--- config.mk ---
export PLATFORM = sky130hd
export DESIGN_NAME = ex_div_flat
export DESIGN_NICKNAME = d
export VERILOG_FILES = /design/src/rtl/ex_div_if.sv /design/src/rtl/ex_div.sv /design/src/flat_wrapper.sv
export SDC_FILE = /design/constraint.sdc
export NUM_CORES = 1
export LEC_CHECK = 0
export CAP_MARGIN = 20
export CORE_UTILIZATION = 70
export DETAILED_ROUTE_END_ITERATION = 6
export DONT_BUFFER_PORTS = 1
export PLACE_DENSITY = 0.93
export SYNTH_ARGS = -nofsm -noshare
export SYNTH_HDL_FRONTEND = slang
export SYNTH_SLANG_ARGS = --single-unit
--- constraint.sdc ---
create_clock -name clk -period 10.93 [get_ports clk]
set_input_delay 0.5465 -clock clk [delete_from_list [all_inputs] [get_ports clk]]
set_output_delay 0.5465 -clock clk [all_outputs]
set_load 0.05 [all_outputs]
--- src/rtl/ex_div_if.sv ---
// Handshake and data bundle between the execute stage and the multi-cycle divider.
// The execute stage drives the master side and the divider sits on the slave side.
interface ex_div_if #(
    parameter int DATA_W = 32
);
    logic                  start_i;
    logic                  annul_i;
    logic                  signed_div_i;
    logic [DATA_W-1:0]     opdata1_i;
    logic [DATA_W-1:0]     opdata2_i;
    logic [2*DATA_W-1:0]   result_o;
    logic                  ready_o;
    logic                  busy_o;

    modport master (
        output start_i, annul_i, signed_div_i, opdata1_i, opdata2_i,
        input  result_o, ready_o, busy_o
    );

    modport slave (
        input  start_i, annul_i, signed_div_i, opdata1_i, opdata2_i,
        output result_o, ready_o, busy_o
    );
endinterface

--- src/rtl/ex_div.sv ---
// Radix-2 restoring divider for the execute stage, signed or unsigned, result {remainder, quotient}.
// Optional DIV_EARLY_EXIT_EN: finish in one iteration slot when |dividend| < |divisor|.
//
// state  | meaning
// FREE   | idle, waiting for a start request
// BYZERO | divisor was zero, zero result is produced next cycle
// ON     | one restoring iteration per cycle, then sign fix-up
// END    | result valid, held until start_i drops
module ex_div #(
    parameter int DATA_W = 32,
    parameter int CNT_W  = 6
) (
    input logic     clk,
    input logic     rst,
    ex_div_if.slave div
);
    typedef enum logic [1:0] {FREE, BYZERO, ON, END} state_t;

    state_t                state;
    logic [CNT_W-1:0]      cnt;
    logic [DATA_W-1:0]     dvd;
    logic [DATA_W-1:0]     dsr;
    logic [DATA_W-1:0]     rem;
    logic                  neg_quo;
    logic                  neg_rem;
    logic [2*DATA_W-1:0]   result;
    logic                  ready;

    logic [DATA_W-1:0]     mag1;
    logic [DATA_W-1:0]     mag2;
    logic [DATA_W:0]       rem_sh;
    logic                  fits;
    logic [DATA_W-1:0]     trial;
    logic [DATA_W-1:0]     quo_fix;
    logic [DATA_W-1:0]     rem_fix;

    assign mag1 = (div.signed_div_i && div.opdata1_i[DATA_W-1]) ? -div.opdata1_i : div.opdata1_i;
    assign mag2 = (div.signed_div_i && div.opdata2_i[DATA_W-1]) ? -div.opdata2_i : div.opdata2_i;

    // Shifted partial remainder is DATA_W+1 bits; when it fits, the difference is below the divisor
    // so the low DATA_W bits of the subtraction are exact.
    assign rem_sh = {rem, dvd[DATA_W-1]};
    assign fits   = rem_sh >= {1'b0, dsr};
    assign trial  = rem_sh[DATA_W-1:0] - dsr;

    assign quo_fix = neg_quo ? -dvd : dvd;
    assign rem_fix = neg_rem ? -rem : rem;

    assign div.result_o = result;
    assign div.ready_o  = ready;
    assign div.busy_o   = (state == BYZERO) || (state == ON);

    always_ff @(posedge clk or posedge rst) begin
        if (rst) begin
            state   <= FREE;
            cnt     <= '0;
            dvd     <= '0;
            dsr     <= '0;
            rem     <= '0;
            neg_quo <= 1'b0;
            neg_rem <= 1'b0;
            result  <= '0;
            ready   <= 1'b0;
        end else if (div.annul_i && state != FREE) begin
            state  <= FREE;
            result <= '0;
            ready  <= 1'b0;
        end else begin
            case (state)
                FREE: begin
                    result <= '0;
                    ready  <= 1'b0;
                    if (div.start_i && !div.annul_i) begin
                        if (div.opdata2_i == '0) begin
                            state <= BYZERO;
                        end else begin
                            dsr     <= mag2;
                            neg_quo <= div.signed_div_i &&
                                       (div.opdata1_i[DATA_W-1] ^ div.opdata2_i[DATA_W-1]);
                            neg_rem <= div.signed_div_i && div.opdata1_i[DATA_W-1];
                            state   <= ON;
`ifdef DIV_EARLY_EXIT_EN
                            // Small dividend: preload the finished state so ON only does the fix-up.
                            if (mag1 < mag2) begin
                                rem <= mag1;
                                dvd <= '0;
                                cnt <= CNT_W'(DATA_W);
                            end else begin
                                rem <= '0;
                                dvd <= mag1;
                                cnt <= '0;
                            end
`else
                            rem <= '0;
                            dvd <= mag1;
                            cnt <= '0;
`endif
                        end
                    end
                end
                BYZERO: begin
                    result <= '0;
                    ready  <= 1'b1;
                    state  <= END;
                end
                ON: begin
                    if (cnt == CNT_W'(DATA_W)) begin
                        result <= {rem_fix, quo_fix};
                        ready  <= 1'b1;
                        state  <= END;
                    end else begin
                        rem <= fits ? trial : rem_sh[DATA_W-1:0];
                        dvd <= {dvd[DATA_W-2:0], fits};
                        cnt <= cnt + 1'b1;
                    end
                end
                END: begin
                    if (!div.start_i) begin
                        state  <= FREE;
                        result <= '0;
                        ready  <= 1'b0;
                    end
                end
                default: begin
                    state  <= FREE;
                    result <= '0;
                    ready  <= 1'b0;
                end
            endcase
        end
    end
endmodule

--- src/flat_wrapper.sv ---
// flat-port wrapper written by rule: the top's interface ports become plain ports
module ex_div_flat 
#(
    parameter int DATA_W = 32,
    parameter int CNT_W  = 6
)
  (clk, rst, div_start_i, div_annul_i, div_signed_div_i, div_opdata1_i, div_opdata2_i, div_result_o, div_ready_o, div_busy_o);
  ex_div_if #(.DATA_W(DATA_W)) div_i ();
  input logic clk;
  input logic rst;
  input wire logic [$bits(div_i.start_i)-1:0] div_start_i;
  input wire logic [$bits(div_i.annul_i)-1:0] div_annul_i;
  input wire logic [$bits(div_i.signed_div_i)-1:0] div_signed_div_i;
  input wire logic [$bits(div_i.opdata1_i)-1:0] div_opdata1_i;
  input wire logic [$bits(div_i.opdata2_i)-1:0] div_opdata2_i;
  output wire logic [$bits(div_i.result_o)-1:0] div_result_o;
  output wire logic [$bits(div_i.ready_o)-1:0] div_ready_o;
  output wire logic [$bits(div_i.busy_o)-1:0] div_busy_o;
  assign div_i.start_i = div_start_i;
  assign div_i.annul_i = div_annul_i;
  assign div_i.signed_div_i = div_signed_div_i;
  assign div_i.opdata1_i = div_opdata1_i;
  assign div_i.opdata2_i = div_opdata2_i;
  assign div_result_o = div_i.result_o;
  assign div_ready_o = div_i.ready_o;
  assign div_busy_o = div_i.busy_o;
  ex_div #(.DATA_W(DATA_W), .CNT_W(CNT_W)) u_core (.clk(clk), .rst(rst), .div(div_i));
endmodule
Word level (Yosys, flattened, before mapping)
Cells that the tools add are included.
Operators by class
  muxes and demuxes: 31
  reductions and logical operators: 16
  equality and inequality tests: 10
  $mul: 0
  $lt $le $gt $ge: 1
  bitwise logic cells: 3
  shifts and indexed selects: 0
  add/sub/neg operators: 6
  div/mod/pow operators: 0
Operator list (count)
  2-to-1 mux 32 bit: 11
  2-to-1 mux 64 bit: 3
  case mux 64 bit (3 select lines): 1
  negation 32 bit: 4
  case mux 32 bit (2 select lines): 2
  >= comparator 33 x 32 -> 1 bit: 1
  zero test 32 bit: 1
  subtractor 32 bit: 1
  2-to-1 mux 6 bit: 3
  case mux 6 bit (2 select lines): 1
  2-to-1 mux 2 bit: 5
  case mux 2 bit (4 select lines): 1
  adder 6 x 1 -> 6 bit, second input constant: 1
  == test 6 bit, second input constant: 1
  logical AND 1 bit: 5
  AND reduction 5 bit: 1
  == test 2 bit, second input constant: 2
  inequality test 2 bit, second input constant: 2
  case mux 1 bit (4 select lines): 1
  AND reduction 4 bit: 1
  nonzero test 2 bit: 2
  2-to-1 mux 1 bit: 3
  inequality test 3 x 1 -> 1 bit, second input constant: 1
  inequality test 3 x 2 -> 1 bit, second input constant: 1
  11 further kinds: 12
Storage, ports and cells
  logic and storage cells: 76
  input port bits: 69
  bits in latches: 0
  memories kept: 0
  bits in registers: 171
  RAM bits: 0
  output and inout port bits: 66
  memory bits (read-only): 0

Logic depth before layout (Yosys ltp)
Gate-level depths: netlist (run 1).
  depth after elaboration: 5
  gate-level depth with buffers: 14

Worst setup path before layout (run 1)
Ideal clock, no wire load.
  path type: input to register
  start point: input port div_opdata2_i[0]
  end point: register u_core.rem[28]
  library setup time: 130 ps
  required time: 10800 ps
  arrival time: 2897 ps
  stages on the path: 12
  setup slack: 7902 ps
  cells stage by stage: inv_1 ha_1 or3b_2 nor4_1 nand4_1 o41ai_1 a221o_1 buf_2 nor2_1 and2_1 a22oi_1 o21ai_0
On the way
  word-level cells in the longest chain between the ends: 3
RTL lines
  start: declaration: line flat_wrapper.sv:15  | input wire logic [$bits(div_i.opdata2_i)-1:0] div_opdata2_i;
  zero test 32 bit: line ex_div.sv:74  | if (div.opdata2_i == '0) begin
  inequality test 2 bit (no source line)
  AND reduction 5 bit (no source line)
  end signal: assignment: line ex_div.sv:112  | rem <= fits ? trial : rem_sh[DATA_W-1:0];
  end: declaration: line ex_div.sv:23  | logic [DATA_W-1:0] rem;
No other way between the ends.
A chain may end at the register's enable or synchronous reset.

Worst setup path in the final report (run 1)
  start point: input port div_opdata2_i[0]
  end point: register u_core.dvd[29]
On the way
  word-level cells in the longest chain between the ends: 3
RTL lines
  zero test 32 bit: line ex_div.sv:74
  inequality test 2 bit (no source line)
  AND reduction 5 bit (no source line)
  end signal: assignment: line ex_div.sv:95  | dvd <= mag1;
  end signal: assignment: line ex_div.sv:113  | dvd <= {dvd[DATA_W-2:0], fits};
  end: declaration: line ex_div.sv:21  | logic [DATA_W-1:0] dvd;
No other way between the ends.

==> results of run 1 <==
==> synthesized netlist by cell type (14+ instances only) <==
| cell type | n |
|---|---|
| nand2_1 | 220 |
| o21ai_0 | 194 |
| dfrtp_1 | 171 |
| a21oi_1 | 100 |
| nor2_1 | 90 |
| xor2_1 | 87 |
| clkbuf_1 | 59 |
| xnor2_1 | 59 |
| inv_1 | 54 |
| ha_1 | 42 |
| o31ai_1 | 30 |
| o41ai_1 | 15 |
| a21o_1 | 14 |
| nor3_1 | 14 |
==> critical path, cell delays in order <==
cell	delay [ns]
inv_1	0.03
ha_1	0.16
or3b_2	0.47
nor4_1	0.46
nand4_1	0.33
o41ai_1	0.40
a221o_2	0.73
buf_4	0.63
nand2b_1	0.37
o221ai_1	0.18
==> power breakdown <==
part           switching (mW)  internal, mW  leakage, nW  total (mW)
sequential              0.662         0.883         2.25        1.54
combinational            1.22         0.755         2.59        1.97
clock                   0.272         0.379        0.305       0.651
total                    2.15          2.02         5.15        4.17
==> stage by stage <==
stage                     worst slack (ns)  cells  utilization [%]  hold slack, ns  total power, mW
after floorplan                       5.75   1343                -           0.469             2.99
after global placement                6.66   1491             72.8           0.506             3.34
after detailed placement              6.55   1491             72.8           0.521             3.44
after CTS                             6.95   1523             76.9           0.183             4.12
after global routing                  6.69   1523             76.9           0.223             4.44
final                                 6.86   1523             76.9           0.146             4.17
==> worst paths after layout <==
check	to	slack [ns]
worst max-delay path	u_core.dvd[29]	6.86
worst min-delay path	u_core.div.result_o[34]	0.15
worst max register to register	u_core.rem[28]	7.22
worst min register to register	u_core.dsr[19]	0.53
max in group asynchronous	u_core.dvd[14]	9.35
min in group clk	u_core.dsr[31]	0.23
==> routing by layer <==
layer	up-vias	global-route usage, %	routed length, µm
li1	4592	-	-
met1	4644	50.2	12200
met2	577	52.9	12400
met3	62	9.06	2830
met4	0	12.3	649
met5	-	0	0
==> layout by cell type, fill, tap and decap left out, types with 6 or more instances in the layout <==
cell,n
o21bai_1,7
a21oi_1,100
clkbuf_16,17
nor3_1,14
or3_1,13
nor4_1,13
nand4_1,9
nand2_1,220
a21o_1,14
dfrtp_1,171
o21a_1,8
a31oi_1,6
nand2b_1,7
nor2_1,90
and2_1,7
mux2i_1,9
ha_1,41
o221ai_1,9
xnor2_1,59
o31ai_1,30
xor2_1,87
a22oi_1,6
o21ai_0,194
inv_1,53
o41ai_1,15
or4_1,10
buf_4,9
nand3_1,13
==> kinds of logic after synthesis <==
family	share of synthesized area, %
compound gates	22.4
xor+xnor	11.5
fa+ha+maj	4.91
buf+inv	4.41
flops	38.5
mux	1.22
simple gates	17.1
==> sequential cells by signal (all words and copies together) (netlist names) <==
signal and cells:
u_core.div.result_o 64, u_core.dsr 32, u_core.dvd 32, u_core.rem 32, u_core.cnt 6, u_core.state 2, u_core.div.ready_o 1, u_core.neg_quo 1
u_core.neg_rem 1
==> layout make-up <==
cell class | count | area (µm²) | share of cell area [%]
Multi-Input combinational cell | 1045 | 6360 | 53.8
Sequential cell | 171 | 4280 | 36.2
Clock buffer | 19 | 453 | 3.83
Tap cell | 211 | 264 | 2.23
Inverter | 55 | 211 | 1.79
Clock inverter | 13 | 180 | 1.52
Timing Repair Buffer | 9 | 67.6 | 0.572
==> summary.md, run 1 <==
| Metric | Value |
|---|---|
| Outcome | `finished, final reports clean` |
| Clock Path Buffers | `2` |
| Reg2Reg Depth | `13` |
| Max-slew headroom at the worst pin | `32.5%` |
| N_diodes | `0` |
| Worst-Skew Late Latency | `0.44 ns` |
| Detailed router's first-iteration violation count | `1239` |
| Initial Util | `72.3%` |
| Cells after Synth | `1343` |
| Routed vias | `9875` |
| Max-cap violations | `0` |
| Crit Path Category | `input pin to flop` |
| Crit start category | `input pin` |
| Layout cell share with drive strength beyond 1 | `5.11%` |
| GP Congestion | `0.946` |
| Top Ports | `135` |
| Port Buf Inserts | `0` |
| EDFF count, synth | `0` |
| Final nets | `1411` |
| DRC violations left | `0` |
| Die Y | `128 µm` |
| Fmax | `0.246 GHz` |
| Area after DPL | `11200 µm²` |
| Static Leak | `5.15 nW` |
| Asr flop ratio synth | `100%` |
| Ranking of synthesized cells by area | `dfrtp_1 39%, o21ai_0 8.7%, nand2_1 7.4%, xor2_1 6.9%, ha_1 4.7%` |
| Measured slew at the worst slew-check pin | `1.01 ns` |
| Hold WC Path Type | `input pin to asynchronous set/reset pin` |
| Mapped Area | `11100 µm²` |
| Ys Warns | `0` |
| RSZ-0062 raised after global routing | `false` |
| Pin count of the biggest net entering global routing | `99` |
| Shortest period the worst path allows | `4.07 ns` |
| Routed len/inst | `18.5 µm` |
| Clk_skew | `0.00860 ns` |
| R2r startpoint | `u_core.dvd[31]` |
| CTS hold repair buffers | `0` |
| Synth cell types | `64` |
| Synth top area share | `38.5%` |
| Cts repair resizes | `0` |
| Die Width | `128 µm` |
| Slew Limit Fails | `0` |
| Area growth, synth to finish | `6.35%` |
| Syn nets | `1455` |
| Vias per cell | `6.48` |
| Seq cells post-synth | `171` |
| Top cell type by total area after synthesis | `dfrtp_1` |
| DP HPWL | `19.9 mm` |
| Setup violations, final | `0` |
| Clock sink total | `171` |
| Max FO, Critical Path | `70` |
| Setup TNS | `0 ns` |
| VDD IR max | `0.000186 V` |
| Worst Setup End Kind | `flop` |
| Number of global-route vias before repair | `9253` |
| Fin. Hold Viols | `0` |
| Design area | `11800 µm²` |
| Worst Path Required | `11.21 ns` |
| Tcrit/Tclk final | `37.2%` |
| Global-route usage over all layers | `35.4%` |
| First-pass GRT wire length | `45.7 mm` |
| Number of CTS-inserted buffers | `17` |
| Initial antenna violation count | `0` |
| Synth Area per Inst | `8.28 µm²` |
| Arr. time, crit path | `4.35 ns` |
| Root buf cell | `clkbuf_16` |
| Pwr dens | `353 nW/µm²` |
| Clock-pin transition on the worst setup and hold timing paths | `0.07 ns` |
| Core Rows | `45` |
| Placeable Area | `15400 µm²` |
| Fillcell total | `1052` |
| Synth Flop Type | `dfrtp_1` |
| Total Wirelength | `28.1 mm` |
| Sequential area share after synthesis | `38.5%` |
| Crit path from | `div_opdata2_i[0]` |
| Setup Fix Bufs, Post-CTS | `0` |
| Die Area | `16400 µm²` |
| CTS tree | `built` |
| Total gr overflow | `0` |
| H-tree levels | `4` |
| DR pass1 iterations | `5` |
| Detail Route Antenna Nets | `0` |
(Power assumes the default switching activity.)
==> run 2: changes to the inputs <==
Settings changed: CORE_UTILIZATION 70 to 65, PLACE_DENSITY 0.93 to 0.88.
Clock period 10.93 ns to 4 ns, I/O delays scaled along.
==> summary.md, run 2 (synthesized netlist as in run 1, its figures left out) <==
| Metric | Value |
|---|---|
| Die Width | `133 µm (+3.7%)` |
| Flop2flop setup slack | `0.57 ns (-6.65 ns)` |
| Max FFs per register | `64 (unchanged)` |
| Worst Setup End Kind | `flop` |
| Shortest period the worst path allows | `3.43 ns` |
| Capturing point of the worst reg2reg path | `u_core.rem[24]` |
| Root buf cell | `clkbuf_16` |
| Die Area | `17600 µm² (+7.6%)` |
| Final nets | `1445 (+2.4%)` |
| Fmax | `0.292 GHz` |
| GP Congestion | `0.986 (+4.2%)` |
| Met2 WL | `12.7 mm (+2.0%)` |
| Crit start category | `flop` |
| Hold WS | `-0.000840 ns (-0.147 ns)` |
| Clk_skew | `0.00879 ns (+0.000195 ns)` |
| Design area | `12200 µm² (+3.0%)` |
| Total power | `11.4 mW (+170%)` |
| Clock Path Buffers | `2 (unchanged)` |
| Placed instance count | `1503 (+0.80%)` |
| Clock Power Share | `15.1% (-0.5 points)` |
| Die Y | `133 µm (+3.7%)` |
| Initial Util | `66.8% (-5.5 points)` |
| DRC violations left | `0 (unchanged)` |
| Sequential group share of total power | `37.3% (+0.2 points)` |
| DR pass1 iterations | `5 (unchanged)` |
| Worst Path Required | `4.31 ns (-6.90 ns)` |
| Max-slew headroom at the worst pin | `35.5% (+2.9 points)` |
| Total Wirelength | `28.8 mm (+2.3%)` |
| VDD IR max | `0.000541 V (+190%)` |
| Measured slew at the worst slew-check pin | `0.968 ns (-0.0442 ns)` |
| Hold Path Cell Cnt | `2` |
| First-pass GRT wire length | `46.7 mm (+2.1%)` |
| P_int | `5.44 mW (+170%)` |
| Max-cap violations | `0 (unchanged)` |
| Worst-Skew Late Latency | `0.44 ns (about the same)` |
| Max FO, Critical Path | `4 (-94%)` |
| Number of global-route vias before repair | `9166 (-0.94%)` |
| Top Ports | `135 (unchanged)` |
| R2r startpoint | `u_core.dvd[31]` |
| Port Buf Inserts | `0 (unchanged)` |
| Pin count of the biggest net entering global routing | `104 (+5.1%)` |
| N_diodes | `0 (unchanged)` |
| Detail Route Antenna Nets | `0 (unchanged)` |
| Routed len/inst | `18.4 µm (-0.52%)` |
| CTS hold repair buffers | `31 (+31)` |
| Tcrit/Tclk final | `85.7%` |
| Core Rows | `47 (+4.4%)` |
| Cts repair resizes | `0 (unchanged)` |
| Uppermost layer routed | `met4` |
| RSZ-0062 raised after global routing | `false` |
| Fillcell total | `1226 (+17%)` |
| Sw frac | `52.1% (+0.51 points)` |
| Clock-pin transition on the worst setup and hold timing paths | `0.07 ns (about the same)` |
| Global-route usage over all layers | `33.1% (-2.3 points)` |
| Hold EP | `u_core.dvd[25]` |
| Pwr dens | `933 nW/µm² (+160%)` |
| Met3 routed WL | `2.93 mm (+3.7%)` |
| Psw | `5.92 mW (+180%)` |
| DP HPWL | `20.3 mm (+1.6%)` |
| Initial antenna violation count | `0 (unchanged)` |
| Final std cells w/o fill | `1566 (+2.8%)` |
| Total gr overflow | `0 (unchanged)` |
| M1 WL | `12.7 mm (+3.6%)` |
| Detailed router's first-iteration violation count | `1147 (-7.4%)` |
| Crit Path Category | `flop to flop` |
| Area after DPL | `11200 µm² (+0.51%)` |
| H-tree levels | `4 (unchanged)` |
| Setup violations, final | `0 (unchanged)` |
| Arr. time, crit path | `3.74 ns (-0.61 ns)` |
| Slew Limit Fails | `0 (unchanged)` |
| Fin. Hold Viols | `1 (+1)` |
| Vias per cell | `6.40 (-1.2%)` |
| Placeable Area | `16600 µm² (+8.3%)` |
| Clock sink total | `171 (unchanged)` |
| Setup TNS | `0 ns (unchanged)` |
| Layout cell share with drive strength beyond 1 | `5.20% (+0.094 points)` |
| Min-delay src | `div_opdata1_i[25]` |
| Reg2Reg Depth | `14 (+1)` |
| Most frequent cells in the layout | `220 x nand2_1, 194 x o21ai_0, 171 x dfrtp_1` |
| Area growth, synth to finish | `9.55%` |
| Hold WC Path Type | `input pin to flop` |
| Most common cell after layout, fill and taps aside | `nand2_1` |
| Failing checks | `hold timing` |
| Setup Fix Bufs, Post-CTS | `0 (unchanged)` |
| Number of CTS-inserted buffers | `17 (unchanged)` |
| Routed vias | `10.0k (+1.5%)` |
| Outcome | `finished, violations left` |
| Power share of the combinational group | `47.7% (+0.4 points)` |
| CTS tree | `built` |
| Static Leak | `5.29 nW (+2.8%)` |
-- run 2: cell count changes in the layout (fill, tap and decap cells not counted) --
cell           previous run  this run
inv_8                     2         5
buf_12                    0         2
dlygate4sd3_1             0        31
clkbuf_8                  2         0
clkinvlp_4                2         1
bufinv_16                 3         1
clkinv_8                  0         4
inv_6                     5         3
buf_4                     9        10
-- run 2: power by group through the flow --
stage          Combinational [mW]  Clock (mW)  Sequential, mW
2_1_floorplan                4.29           0            3.88
3_3_place_gp                 5.11           0            4.18
3_5_place_dp                 5.25           0            4.24
4_1_cts                      5.33        1.72            4.20
5_1_grt                      6.01        1.80            4.32
6_report                     5.41        1.71            4.24
-- run 2: critical path, stage by stage (launching register included) --
cell	delay, ns
dfrtp_1	0.45
inv_1	0.09
ha_1	0.16
inv_1	0.05
fa_1	0.39
a21oi_1	0.19
o21ai_0	0.16
a221oi_1	0.38
buf_4	0.21
o21ai_0	0.16
a21oi_1	0.37
o21ai_0	0.14
a21oi_1	0.18
xor2_1	0.26
o21ai_0	0.11
-- run 2: cell type report --
cell class                 instances  area (µm²)  area share, %
clock buffer                      17         425           3.49
clock inverter                    15         195           1.60
inverter                          55         210           1.73
multi-input combinational       1045        6360           52.3
sequential                       171        4280           35.1
tap                              220         275           2.26
timing repair buffer              43         425           3.49
-- run 2: per-layer routing --
metal,global-route usage (%),vias up
met4,9.83,0
met1,48.2,4783
met5,0,-
li1,-,4696
met3,7.93,43
met2,48.9,505
-- run 2: worst max-delay path by stage --
| stage | startpoint | end | slack, ns | cells past startpoint |
|---|---|---|---|---|
| detailed placement | div_opdata2_i[0] | u_core.dvd[29] | 0.68 | 10 |
| global placement | div_opdata2_i[0] | u_core.dvd[23] | 0.70 | 10 |
| finish | u_core.dvd[31] | u_core.rem[24] | 0.57 | 14 |
| CTS | u_core.rem[15] | u_core.rem[31] | 0.71 | 9 |
| floorplan | u_core.rem[13] | u_core.rem[1] | 1.07 | 12 |
| global route | u_core.rem[13] | u_core.rem[4] | 0.25 | 11 |
-- run 2: metrics by stage --
step           setup WS, ns  hold slack [ns]  utilization [%]
6_report              0.573        -0.000840             73.2
5_1_grt               0.251           0.0170             73.2
4_1_cts               0.707         0.000650             73.2
3_5_place_dp          0.681           0.0578             67.6
3_3_place_gp          0.701           0.0613             67.6
2_1_floorplan          1.07            0.334                -
